File: src/rtl/vc_input_port.sv
// vc_input_port
//   Per-link input unit of the mesh router. Holds VC_NUM virtual-channel FIFOs
//   (depth BUFFER_SIZE, first-word-fall-through), tracks one packet per VC
//   with a small FSM, and produces upstream flow-control status.
//
//   Optional feature: define ON_OFF_HYSTERESIS_EN to give on_off_o separate
//   fall (OFF_THRESH) and rise (ON_THRESH) levels. Without it on_off_o is a
//   single threshold compare against OFF_THRESH.
//
// Ports
//   clk, rst       clock (rising edge) and asynchronous active-low reset
//   data_i         incoming flit payload
//   vc_i           target VC of incoming flit
//   head_i/tail_i  flit type (both set = single-flit packet)
//   valid_i        incoming flit valid
//   rd_en_i        per-VC pop request from the switch allocator
//   data_o         head flit of each VC, VC v at [v*FLIT_W +: FLIT_W]
//   tail_o         head flit of VC v is a tail
//   valid_o        VC v non-empty
//   count_o        occupancy of each VC, VC v at [v*CW +: CW]
//   on_off_o       upstream may send on VC v
//   allocatable_o  VC v idle, may take a new packet
//   error_o        sticky protocol-error flag per VC
module vc_input_port #(
  parameter int unsigned FLIT_W      = 32,
  parameter int unsigned VC_NUM      = 2,
  parameter int unsigned BUFFER_SIZE = 8,
  parameter int unsigned OFF_THRESH  = 2,
  parameter int unsigned ON_THRESH   = 4,
  localparam int unsigned VCW = (VC_NUM > 1) ? $clog2(VC_NUM) : 1,
  localparam int unsigned CW  = $clog2(BUFFER_SIZE) + 1
) (
  input  logic                     clk,
  input  logic                     rst,
  input  logic [FLIT_W-1:0]        data_i,
  input  logic [VCW-1:0]           vc_i,
  input  logic                     head_i,
  input  logic                     tail_i,
  input  logic                     valid_i,
  input  logic [VC_NUM-1:0]        rd_en_i,
  output logic [VC_NUM*FLIT_W-1:0] data_o,
  output logic [VC_NUM-1:0]        tail_o,
  output logic [VC_NUM-1:0]        valid_o,
  output logic [VC_NUM*CW-1:0]     count_o,
  output logic [VC_NUM-1:0]        on_off_o,
  output logic [VC_NUM-1:0]        allocatable_o,
  output logic [VC_NUM-1:0]        error_o
);

  localparam int unsigned PW = CW - 1;
  localparam logic [CW-1:0] FullLvl = CW'(BUFFER_SIZE);
  localparam logic [CW-1:0] OffLvl  = CW'(OFF_THRESH);
`ifdef ON_OFF_HYSTERESIS_EN
  localparam logic [CW-1:0] OnLvl   = CW'(ON_THRESH);
`endif

  // Elaboration-time parameter sanity checks.
  if (VC_NUM < 1) begin : g_bad_vc_num
    $error("VC_NUM must be >= 1");
  end
  if (BUFFER_SIZE < 2 || (BUFFER_SIZE & (BUFFER_SIZE - 1)) != 0) begin : g_bad_depth
    $error("BUFFER_SIZE must be a power of two >= 2");
  end
  if (OFF_THRESH >= ON_THRESH || ON_THRESH > BUFFER_SIZE) begin : g_bad_thresh
    $error("thresholds must satisfy OFF_THRESH < ON_THRESH <= BUFFER_SIZE");
  end

  typedef enum logic [1:0] {
    StIdle,
    StRecv,
    StDrain
  } pkt_state_e;

  // A VC index that does not map to a real VC is charged to VC0's error flag.
  logic vc_in_range;
  logic bad_vc;

  assign vc_in_range = 32'(vc_i) < VC_NUM;
  assign bad_vc      = valid_i && !vc_in_range;

  for (genvar v = 0; v < VC_NUM; v++) begin : g_vc
    localparam logic [VCW-1:0] VcId  = VCW'(v);
    localparam bit             IsVc0 = (v == 0);

    // Each entry holds {tail, payload}; the head bit is only needed by the FSM.
    logic [FLIT_W:0] mem_q [BUFFER_SIZE];
    logic [FLIT_W:0] head_flit;

    logic [PW-1:0] wr_ptr_q, wr_ptr_d;
    logic [PW-1:0] rd_ptr_q, rd_ptr_d;
    logic [CW-1:0] count_q, count_d;
    logic [CW-1:0] free_d;
    pkt_state_e    state_q, state_d, state_wr;
    logic          alloc_q;
    logic          on_off_q, on_off_d;
    logic          err_q, err_d;

    logic wr_req;
    logic rd_ok;
    logic full;
    logic proto_ok;
    logic wr_ok;

    assign head_flit = mem_q[rd_ptr_q];

    always_comb begin
      wr_req   = valid_i && vc_in_range && (vc_i == VcId);
      full     = (count_q == FullLvl);
      rd_ok    = rd_en_i[v] && (count_q != '0);
      proto_ok = 1'b0;
      state_wr = state_q;

      // Which flit types the packet FSM accepts, and where an accepted write leads.
      case (state_q)
        StIdle: begin
          proto_ok = head_i;
          state_wr = tail_i ? StDrain : StRecv;
        end
        StRecv: begin
          proto_ok = !head_i;
          state_wr = tail_i ? StDrain : StRecv;
        end
        default: begin
          // StDrain: nothing may be written until the tail leaves.
        end
      endcase

      // A full VC still accepts a write when the same cycle pops a flit.
      wr_ok = wr_req && proto_ok && (!full || rd_ok);

      state_d = state_q;
      if (wr_ok) begin
        state_d = state_wr;
      end else if (state_q == StDrain && rd_ok && head_flit[FLIT_W]) begin
        state_d = StIdle;
      end

      count_d  = count_q + CW'(wr_ok) - CW'(rd_ok);
      wr_ptr_d = wr_ok ? wr_ptr_q + PW'(1) : wr_ptr_q;
      rd_ptr_d = rd_ok ? rd_ptr_q + PW'(1) : rd_ptr_q;
      free_d   = FullLvl - count_d;

`ifdef ON_OFF_HYSTERESIS_EN
      on_off_d = on_off_q;
      if (free_d <= OffLvl) begin
        on_off_d = 1'b0;
      end else if (free_d >= OnLvl) begin
        on_off_d = 1'b1;
      end
`else
      on_off_d = (free_d > OffLvl);
`endif

      err_d = err_q
            | (rd_en_i[v] && (count_q == '0))
            | (wr_req && !proto_ok)
            | (wr_req && proto_ok && full && !rd_ok)
            | (IsVc0 && bad_vc);
    end

    always_ff @(posedge clk or negedge rst) begin
      if (!rst) begin
        wr_ptr_q <= '0;
        rd_ptr_q <= '0;
        count_q  <= '0;
        state_q  <= StIdle;
        alloc_q  <= 1'b1;
        on_off_q <= 1'b1;
        err_q    <= 1'b0;
      end else begin
        wr_ptr_q <= wr_ptr_d;
        rd_ptr_q <= rd_ptr_d;
        count_q  <= count_d;
        state_q  <= state_d;
        alloc_q  <= (state_d == StIdle);
        on_off_q <= on_off_d;
        err_q    <= err_d;
      end
    end

    // Storage is not reset; valid_o masks stale contents.
    always_ff @(posedge clk) begin
      if (wr_ok) begin
        mem_q[wr_ptr_q] <= {tail_i, data_i};
      end
    end

    assign data_o[v*FLIT_W +: FLIT_W] = head_flit[FLIT_W-1:0];
    assign tail_o[v]                  = head_flit[FLIT_W];
    assign valid_o[v]                 = (count_q != '0);
    assign count_o[v*CW +: CW]        = count_q;
    assign on_off_o[v]                = on_off_q;
    assign allocatable_o[v]           = alloc_q;
    assign error_o[v]                 = err_q;
  end

endmodule

File: config.mk
export PLATFORM = sky130hd
export DESIGN_NAME = vc_input_port
export DESIGN_NICKNAME = d
export VERILOG_FILES = /design/src/rtl/vc_input_port.sv
export SDC_FILE = /design/constraint.sdc
export NUM_CORES = 1
export LEC_CHECK = 0
export ABC_AREA = 1
export CELL_PAD_IN_SITES_DETAIL_PLACEMENT = 1
export CELL_PAD_IN_SITES_GLOBAL_PLACEMENT = 1
export CORE_ASPECT_RATIO = 1.5
export CORE_UTILIZATION = 45
export CTS_BUF_LIST = sky130_fd_sc_hd__clkbuf_16
export CTS_CLUSTER_DIAMETER = 40
export DETAILED_ROUTE_END_ITERATION = 6
export PLACE_DENSITY = 0.8
export SYNTH_ARGS = -nofsm -noshare
export SYNTH_HDL_FRONTEND = slang
export SYNTH_SLANG_ARGS = --single-unit
export TNS_END_PERCENT = 50
File: constraint.sdc
create_clock -name clk -period 7.6 [get_ports clk]
set_clock_uncertainty 0.15 [all_clocks]
set_input_delay 1.52 -clock clk [delete_from_list [all_inputs] [get_ports clk]]
set_output_delay 1.52 -clock clk [all_outputs]
set_load 0.01 [all_outputs]
==> flow_metrics.env <==
export IMPL_r2r_start="g_vc[1].count_q[2]"
export IMPL_leakage_uw=0.00894
export IMPL_min_period_ns=5.83
export IMPL_multi_input_area_mm2=0.00511
export IMPL_die_w_um=184
export IMPL_firstDrtPassIters=6
export IMPL_dp_cells=2480
export IMPL_final_hold_viol_count=0
export IMPL_hpwlAfterDp_um=34900
export IMPL_syn_inst=1782
export IMPL_setup_viol=0
export IMPL_drcViolationCount=0
export IMPL_drv_slew=0
export IMPL_hold_start="g_vc[0].err_q"
export IMPL_tns_ns=0
export IMPL_cap_violations=0
export IMPL_area_growth_synth_to_final_pct=16.1
export IMPL_worstSetupPathType="flip-flop to output port"
export IMPL_initial_core_util_pct=45.8
export IMPL_ff2ff_setup_slack_ns=4.27
export IMPL_hold_path_cell_count=1
export IMPL_grt_pass1_vias=16174
export IMPL_clock_sinks=558
export IMPL_grt_pass1_wl_um=93100
export IMPL_tightestPinTransition_ns=1.26
export IMPL_slew_headroom_pct=15.8
export IMPL_fillerInstances=4930
export IMPL_portBuffers=121
export IMPL_path_clk_slew_ns=0.06
export IMPL_irDropWorstVdd_mv=0.265
export IMPL_regArea_mm2=0.0166
export IMPL_ys_ff_latch=558
export IMPL_cts_resized=0
export IMPL_cts_setup_buffers=0
export IMPL_most_common_layout_cells="edfxtp_1 (528), nor2_1 (329), nand2_1 (248)"
export IMPL_maxUsedRoutingLayer="met4"
export IMPL_cts_htree_levels=2
export IMPL_cp_required_ns=5.93
export IMPL_stdcell_count=2581
export IMPL_clock_fmax_mhz=172
export IMPL_layout_nets=1942
export IMPL_rows=99
export IMPL_drive_gt1_share_pct=7.90
export IMPL_drt_iter0_drc=1170
export IMPL_cts_hold_buf=0
export IMPL_synth_area_per_cell_um2=12.5
export IMPL_cts_tree="done"
export IMPL_yosysWarnings=0
export IMPL_diodes=0
export IMPL_setup_worst_path_end_class="output port"
export IMPL_critical_path_max_fanout=75
export IMPL_track_usage_pct=24.7
export IMPL_clkLatencyLatePin_ns=0.58
export IMPL_num_vias=14543
export IMPL_fin_crit_sh_pct=76.6
export IMPL_cp_slowest_cell="buf_4"
export IMPL_startpoint_type="flip-flop"
export IMPL_yosysSeqAreaShare_pct=74.4
export IMPL_ant_nets=0
export IMPL_slowest_delay_ns=0.74
export IMPL_hold_path_class="flip-flop to flip-flop"
export IMPL_wl_per_cell_um=23.8
export IMPL_layout_commonest_cell="edfxtp_1"
export IMPL_worstPathArrival_ns=4.16
export IMPL_post_route_util_pct=53.1
export IMPL_power_per_cell_area_mw_per_mm2=393
export IMPL_globalplace_congestion=0.755
export IMPL_rsz0062_at_grt="false"
export IMPL_synthDistinctLibCells=36
export IMPL_dr_wl_met2_um=32700
export IMPL_cts_buffers=54
export IMPL_ioPinCount=122
export IMPL_reg2reg_to="g_vc[1].on_off_q"
export IMPL_r2r_cells=15
export IMPL_wl_met3_um=2850
export IMPL_drt_met1_wl_um=23000
export IMPL_status="finished, final reports clean"
export IMPL_whs_endpoint="g_vc[0].err_q"
export IMPL_netlist_area_mm2=0.0223
export IMPL_wirelength_um=61400
export IMPL_mappedNetlistNets=1844
export IMPL_cts_buffer_depth=3
export IMPL_coreArea_mm2=0.0488
export IMPL_detail_route_vias_per_cell=5.63
export IMPL_antenna_found_initial=0
export IMPL_grt_ovfl_total=0
export IMPL_dieArea_mm2=0.0506
export IMPL_grt_max_degree=95
export IMPL_die_h_um=275
export IMPL_cts_root_buf="clkbuf_16"
export IMPL_crit_chain="clkinv_2 > buf_4 > nor2_1 > o21ai_0 > a21oi_1 > a31oi_1 > clkdlybuf4s50_1"
-- synthesized netlist by cell type, drive strengths merged --
library cell	n	area share, %
nor3	4	0.14
a32oi	1	0.039
nand3b	4	0.19
a31oi	65	1.8
a21oi	71	1.6
edfxtp	528	71
xnor2	2	0.078
fa	2	0.18
buf	64	1.7
and2	2	0.056
dfrtp	26	2.9
nand2	254	4.4
xor2	6	0.24
inv	47	0.79
nand3	20	0.45
nand4	3	0.084
ha	20	1.1
clkinv	2	0.034
clkbuf	41	0.69
or2	4	0.12
nor2	340	5.8
o21ai	266	6.0
dfstp	4	0.47
nor4	6	0.17
-- worst max-delay path, delay by kind of cell, from the launching register on --
family | cells | cell delay (ns)
AO/OA/AOI/OAI | 3 | 0.69
buffers and inverters | 3 | 2.03
flip-flops | 1 | 0.71
AND/OR/NAND/NOR | 1 | 0.10
-- per-layer routing --
layer | vias up | track usage, %
met5 | - | 0
met4 | 0 | 12.3
met3 | 139 | 2.90
met2 | 475 | 45.5
met1 | 7387 | 28.3
li1 | 6542 | -
-- worst max path at each step --
stage | from | to | slack (ns) | cells past startpoint
floorplan | head_i | g_vc[1].mem_q[3][0] | 1.68 | 6
global placement | g_vc[0].rd_ptr_q[0] | data_o[2] | 2.54 | 7
detailed placement | g_vc[0].rd_ptr_q[0] | data_o[2] | 2.47 | 7
CTS | g_vc[0].rd_ptr_q[0] | data_o[22] | 1.76 | 7
global route | g_vc[0].rd_ptr_q[0] | data_o[20] | 1.49 | 7
finish | g_vc[0].rd_ptr_q[0] | data_o[22] | 1.77 | 7
-- sequential cells by signal, indices dropped and copies added, names as in the netlist --
| name | cells |
|---|---|
| g_vc.rd_ptr_q | 6 |
| g_vc.mem_q | 528 |
| g_vc.err_q | 2 |
| g_vc.alloc_q | 2 |
| g_vc.count_q | 8 |
| g_vc.state_q | 4 |
| g_vc.wr_ptr_q | 6 |
| g_vc.on_off_q | 2 |
-- logic make-up after synthesis --
kind of cell	count (synthesis)	synth area share, %
xor gates and xnor gates	8	0.314
buffers and inverters	154	3.22
adders and majority gates	22	1.30
DFF	558	74.4
AOI/OAI and AO/OA	403	9.41
and+or+nand+nor	637	11.4
-- layout make-up --
type                       count  share of cell area, %
clock inverter                44                   1.41
inverter                      49                  0.719
sequential                   558                   64.1
tap                          656                   3.16
clock buffer                  57                   5.50
timing repair buffer         147                   5.42
multi-input combinational   1070                   19.7
-- power breakdown --
part           switching, µW  leakage [µW]  total [µW]  internal (µW)
Clock                   1170      0.000897        2700           1530
Combinational           2370       0.00295        3730           1360
Sequential               180       0.00510        3750           3570
Total                   3720       0.00894       10200           6470
-- per-stage QoR --
step	hold slack, ns	worst slack [ns]	power [µW]	instance area (µm²)
after floorplan	0.273	1.68	5910	22300
after global placement	0.316	2.54	7340	24100
after detailed placement	0.315	2.47	7520	24100
after CTS	0.336	1.76	10300	25900
after global routing	0.357	1.49	10700	25900
final	0.327	1.77	10200	25900
Power figures use the tool's default switching activity.
